==> config.mk <==
export PLATFORM = sky130hd
export DESIGN_NAME = multi_digit_display
export DESIGN_NICKNAME = d
export VERILOG_FILES = /design/src/rtl/multi_digit_display.sv
export SDC_FILE = /design/constraint.sdc
export NUM_CORES = 1
export LEC_CHECK = 0
export CAP_MARGIN = 25
export CORE_UTILIZATION = 50
export CTS_BUF_LIST = sky130_fd_sc_hd__clkbuf_8 sky130_fd_sc_hd__clkbuf_16
export DETAILED_ROUTE_END_ITERATION = 7
export PLACE_DENSITY = 0.72
export SETUP_SLACK_MARGIN = 0.1
export SLEW_MARGIN = 10
export SYNTH_ARGS = -nofsm -noshare
export SYNTH_HDL_FRONTEND = slang
export SYNTH_SLANG_ARGS = --single-unit
==> constraint.sdc <==
create_clock -name clk -period 2.9 [get_ports clk]
set_clock_uncertainty 0.1 [all_clocks]
set_input_delay 0.87 -clock clk [delete_from_list [all_inputs] [get_ports clk]]
set_output_delay 0.87 -clock clk [all_outputs]
set_load 0.03 [all_outputs]
==> src/rtl/multi_digit_display.sv <==
// Time-multiplexed seven-segment driver with a guard-blanked slot per digit and frame-synchronous updates.
// Optional build macro LEADING_ZERO_BLANK_EN: blank leading zero digits (digit 0 is always shown).
module multi_digit_display #(
  parameter int N_DIGITS     = 4,
  parameter int REFRESH_DIV  = 24000,
  parameter int GUARD_CYCLES = 48
) (
  input  logic                  clk,
  input  logic                  reset,
  input  logic [4*N_DIGITS-1:0] digit_in,
  input  logic [N_DIGITS-1:0]   dp_in,
  input  logic                  load,
  output logic [6:0]            seg,
  output logic                  dp,
  output logic [N_DIGITS-1:0]   an,
  output logic                  pending,
  output logic                  frame_done
);

  localparam int CW = (REFRESH_DIV > 2) ? $clog2(REFRESH_DIV) : 1;
  localparam int IW = $clog2(N_DIGITS);

  typedef enum logic {BLANK, DRIVE} state_t;

  state_t                state;
  logic [CW-1:0]         cnt, cnt_next;
  logic [IW-1:0]         idx, idx_next;
  logic                  wrap, last_idx;
  logic [4*N_DIGITS-1:0] disp_digits, pend_digits;
  logic [N_DIGITS-1:0]   disp_dp, pend_dp;
  logic [3:0]            cur_digit;
  logic                  cur_dp;
  logic [N_DIGITS-1:0]   cur_an;
  logic [6:0]            cur_seg, enc_seg;
  logic                  cur_blank;

  assign wrap     = (cnt == CW'(REFRESH_DIV - 1));
  assign last_idx = (idx == IW'(N_DIGITS - 1));

  always_comb begin
    cnt_next = wrap ? '0 : cnt + 1'b1;
    idx_next = idx;
    if (wrap) idx_next = last_idx ? '0 : idx + 1'b1;
  end

  always_comb begin
    cur_digit = '0;
    cur_dp    = 1'b0;
    cur_an    = '1;
    for (int unsigned i = 0; i < N_DIGITS; i++) begin
      if (idx == IW'(i)) begin
        cur_digit = disp_digits[4*i +: 4];
        cur_dp    = disp_dp[i];
        cur_an[i] = 1'b0;
      end
    end
  end

  always_comb begin
    case (cur_digit)
      4'h0: enc_seg = 7'b1000000;
      4'h1: enc_seg = 7'b1111001;
      4'h2: enc_seg = 7'b0100100;
      4'h3: enc_seg = 7'b0110000;
      4'h4: enc_seg = 7'b0011001;
      4'h5: enc_seg = 7'b0010010;
      4'h6: enc_seg = 7'b0000010;
      4'h7: enc_seg = 7'b1111000;
      4'h8: enc_seg = 7'b0000000;
      4'h9: enc_seg = 7'b0010000;
      4'hA: enc_seg = 7'b0001000;
      4'hB: enc_seg = 7'b0000011;
      4'hC: enc_seg = 7'b1000110;
      4'hD: enc_seg = 7'b0100001;
      4'hE: enc_seg = 7'b0000110;
      default: enc_seg = 7'b0001110;
    endcase
  end

`ifdef LEADING_ZERO_BLANK_EN
  // zero_run[i]: digit i and every digit above it are zero with no decimal point
  logic [N_DIGITS-1:0] zero_run;
  always_comb begin
    zero_run = '0;
    zero_run[N_DIGITS-1] = (disp_digits[4*(N_DIGITS-1) +: 4] == 4'h0) && !disp_dp[N_DIGITS-1];
    for (int unsigned k = 1; k < N_DIGITS; k++) begin
      zero_run[N_DIGITS-1-k] = zero_run[N_DIGITS-k]
                             && (disp_digits[4*(N_DIGITS-1-k) +: 4] == 4'h0)
                             && !disp_dp[N_DIGITS-1-k];
    end
    cur_blank = 1'b0;
    for (int unsigned i = 1; i < N_DIGITS; i++) begin
      if (idx == IW'(i)) cur_blank = zero_run[i];
    end
  end
`else
  assign cur_blank = 1'b0;
`endif

  assign cur_seg = cur_blank ? 7'h7F : enc_seg;

  always_ff @(posedge clk) begin
    if (reset) begin
      cnt         <= '0;
      idx         <= '0;
      state       <= BLANK;
      an          <= '1;
      seg         <= 7'h7F;
      dp          <= 1'b1;
      disp_digits <= '0;
      disp_dp     <= '0;
      pend_digits <= '0;
      pend_dp     <= '0;
      pending     <= 1'b0;
      frame_done  <= 1'b0;
    end else begin
      cnt <= cnt_next;
      idx <= idx_next;

      case (state)
        BLANK: if (cnt_next == CW'(GUARD_CYCLES)) state <= DRIVE;
        DRIVE: if (wrap) state <= BLANK;
        default: state <= BLANK;
      endcase

      // Outputs follow the state one cycle late; idx still names the slot that state belongs to.
      if (state == DRIVE) begin
        an  <= cur_an;
        seg <= cur_seg;
        dp  <= ~cur_dp;
      end else begin
        an  <= '1;
        seg <= 7'h7F;
        dp  <= 1'b1;
      end

      frame_done <= (cnt_next == CW'(REFRESH_DIV - 1)) && (idx_next == IW'(N_DIGITS - 1));

      // Display only changes at the end of the last digit's slot so a frame never mixes values.
      if (frame_done) begin
        if (load) begin
          disp_digits <= digit_in;
          disp_dp     <= dp_in;
        end else if (pending) begin
          disp_digits <= pend_digits;
          disp_dp     <= pend_dp;
        end
        pending <= 1'b0;
      end else if (load) begin
        pend_digits <= digit_in;
        pend_dp     <= dp_in;
        pending     <= 1'b1;
      end
    end
  end

endmodule

==> impl_results.md <==
- CP Launch Point: idx[0]
- Max-cap viol count: 0
- Average footprint of a synthesized cell: ~8.5 um2
- CP endpoint kind: flip-flop
- Final setup vio count: 0
- Netlist Area Pre-Place: 3360 um2
- Flop-to-flop setup slack: 420 ps
- Rel. slew slack: a little over three fifths
- Number of primary I/O pins: 37
- Layout cells sized above 1: 7.41%
- Status: finished, violations left
- Final min period: 2480 ps
- Setup tns final: 0 ps
- Failing checks: design-rule violations
- Via Count: between 2000 and 3000
- CTS root buf: clkbuf_8
- Placed cell count: 493
- Resize count post-CTS: 0
- Synth unique cells: 46
- Final non-filler cell total: about 510
- CTS Hold Buffers Added: 0
- Top cell type's share of synthesized area: 42.9%
- Period utilization: 85.4%
- Drt total wl: 6.52 mm
- FP Rows: 29
- Main flop type after synthesis: dfxtp_1
- Layout Utilization: 61.4%
- Synthesized instance count: 396
- GRT Util Overall: 20.0%
- CTS tree: yes
- WL/cell: 12.8 um
- Net Count, Synth: 431
- # clock sinks: 72
- RR Startpoint: idx[0]
- Fin nets: roughly 460
- Die Span Y: 84.0 um
- Worst Path Max Fanout: 11
- Hold_sp: pend_digits[14]
- First-pass GRT wire length: 11.4 mm
- H-tree depth: 3
- Number of antenna violations at the first check in global routing: 0
- Vias/cell: 5.38
- Min-Delay Path Class: reg -> reg
- Final worst slack: 423 ps
- VDD IR-drop max: 0.360 mV
- GP Congestion: 0.873
- Initial Util: between 50% and 60%
- #FFs+latches synth: around 70
- F_max: 404 MHz
- Crit path DAT: between 2000 and 3000 ps
- Clock buffer depth: 2
- Largest net degree at the start of global routing: between 40 and 50
- Least-Margin Pin Slew: between 500 and 600 ps
- Number of synthesized flops with an enable pin: 0
- Ys Warns: 0
- Pwr/cell area: 469 nW/um2
- Syn-to-layout area delta: 17.4%
- Post-CTS Setup Inserts: 0
- GR Overflow Total: 0
- Static Leak: 1.45 nW
- TritonCTS Buffers: 9
- Most common cell after layout, fill and taps aside: dfxtp_1
- Number of global-route vias before repair: 2494
- DRT Pass-1 Iters: 6
- Most frequent cells in the layout: dfxtp_1 (72), nand2_1 (67), nor2_1 (42), a21oi_1 (38), clkdlybuf4s50_1 (36)
- Area leader, netlist: dfxtp_1
- Ant diodes: 0
- Core area: 6420 um2
- Die ar.: 7050 um2
- Initial drt markers: 87
- Post-synth ARST share: 0%
- CP required: between 3000 and 4000 ps
- Pre-CTS setup slack: roughly 430 ps
- Worst-path clk slew: 80 ps
- Horiz. Die Dim: 84.0 um
- Unrepaired setup endpoints after global routing: no
- Clock Latency Late Sink: 340 ps
- Sequential element share of the synthesized area: between 40 and 50%
- Critical path launch point type: flip-flop
- Final Hold Fails: 0
- Fill cells: 592
- DRT antenna net count: 0
- HPWL Detailed: 4.62 mm
- Worst Path Class, Setup: reg -> reg
- PortBufs: 36
- Final Slew Violations: 0
- Residual DRC: 4
- Ranking of synthesized cells by area: dfxtp_1 (43%), nand2_1 (7.5%), mux2i_1 (6.6%)
-- stage by stage --
stage / cell area, um2 / hold slack, ps / power [mW]
6_report: 3940 / 354 / 1.85
3_3_place_gp: 3770 / 341 / 1.17
2_1_floorplan: 3360 / 336 / 1.12
5_1_grt: 3940 / 371 / 1.93
3_5_place_dp: 3770 / 346 / 1.18
4_1_cts: 3940 / 357 / 1.87
-- layout make-up --
| class | instances | area (um2) | share of cell area (%) |
|---|---|---|---|
| multi-input cells | 288 | 1750 | 44.3 |
| flip-flops and latches | 72 | 1440 | 36.6 |
| repair buffers | 46 | 448 | 11.4 |
| clock buffers | 10 | 138 | 3.49 |
| well taps | 77 | 96.3 | 2.44 |
| inverters | 10 | 37.5 | 0.952 |
| clock inverters | 6 | 36.3 | 0.920 |
-- per-layer routing --
metal	global-route usage [%]	wire length, um	up-vias	share of wire [%]
met3	4.06	181	13	2.8
met2	30.6	2820	51	43
met5	0	0	-	0
met4	8.93	129	0	2.0
li1	-	-	1431	-
met1	27.3	3390	1245	52
-- path summary, 6_finish.rpt --
path,to,cells after the start
worst max-delay path,seg[6],10
worst min-delay path,pend_digits[14],2
worst max register to register,seg[6],10
worst min register to register,pend_digits[14],2
-- flip-flops by register name, indices dropped and copies added (netlist names) --
signal       cells
an               4
state            1
pend_dp          4
cnt             15
disp_dp          4
pending          1
seg              7
disp_digits     16
frame_done       1
idx              2
dp               1
pend_digits     16
-- power by group --
part / total [mW] / switching (mW) / internal, mW / leakage, nW
clock network: 0.695 / 0.368 / 0.327 / 0.0855
logic: 0.131 / 0.0642 / 0.0665 / 0.783
registers: 1.02 / 0.0136 / 1.01 / 0.585
-- cell usage after synthesis (2+ instances only) --
| cell | instances |
|---|---|
| a211oi_1 | 20 |
| a21o_1 | 4 |
| a21oi_1 | 38 |
| a221oi_1 | 2 |
| a22oi_1 | 2 |
| a31oi_1 | 2 |
| and2_1 | 2 |
| and3_1 | 3 |
| and4_1 | 2 |
| buf_1 | 3 |
| buf_2 | 4 |
| buf_6 | 4 |
| clkbuf_1 | 14 |
| dfxtp_1 | 72 |
| ha_1 | 12 |
| inv_1 | 10 |
| mux2i_1 | 22 |
| nand2_1 | 67 |
| nand2b_1 | 3 |
| nand3_1 | 10 |
| nand3b_1 | 4 |
| nor2_1 | 42 |
| nor2b_1 | 4 |
| nor3_1 | 4 |
| nor4_1 | 2 |
| nor4b_1 | 2 |
| o21ai_0 | 9 |
| o221ai_1 | 3 |
| or3_1 | 2 |
| xnor2_1 | 10 |
| xor2_1 | 3 |
-- worst max-delay path: stages, from the launching register on --
cell,delay [ps]
dfxtp_1,410
inv_1,80
ha_1,320
a21oi_1,150
o21ai_0,100
a22oi_1,360
inv_1,170
ha_1,260
nand2_1,80
a21oi_1,60
a311o_1,270
-- kinds of logic (layout without fill, tap and decap cells) --
logic type                 count (synthesis)  in the layout  share of synthesized area, %
AOI/OAI and AO/OA                         87             87                          16.4
xor gates and xnor gates                  13             13                          3.39
adders and majority gates                 12             12                          4.47
buffers and inverters                     36             72                          5.18
DFF                                       72             72                          42.9
muxes                                     23             23                          6.89
and+or+nand+nor                          153            153                          20.8
Note: power is estimated with default switching activity, not from simulation.
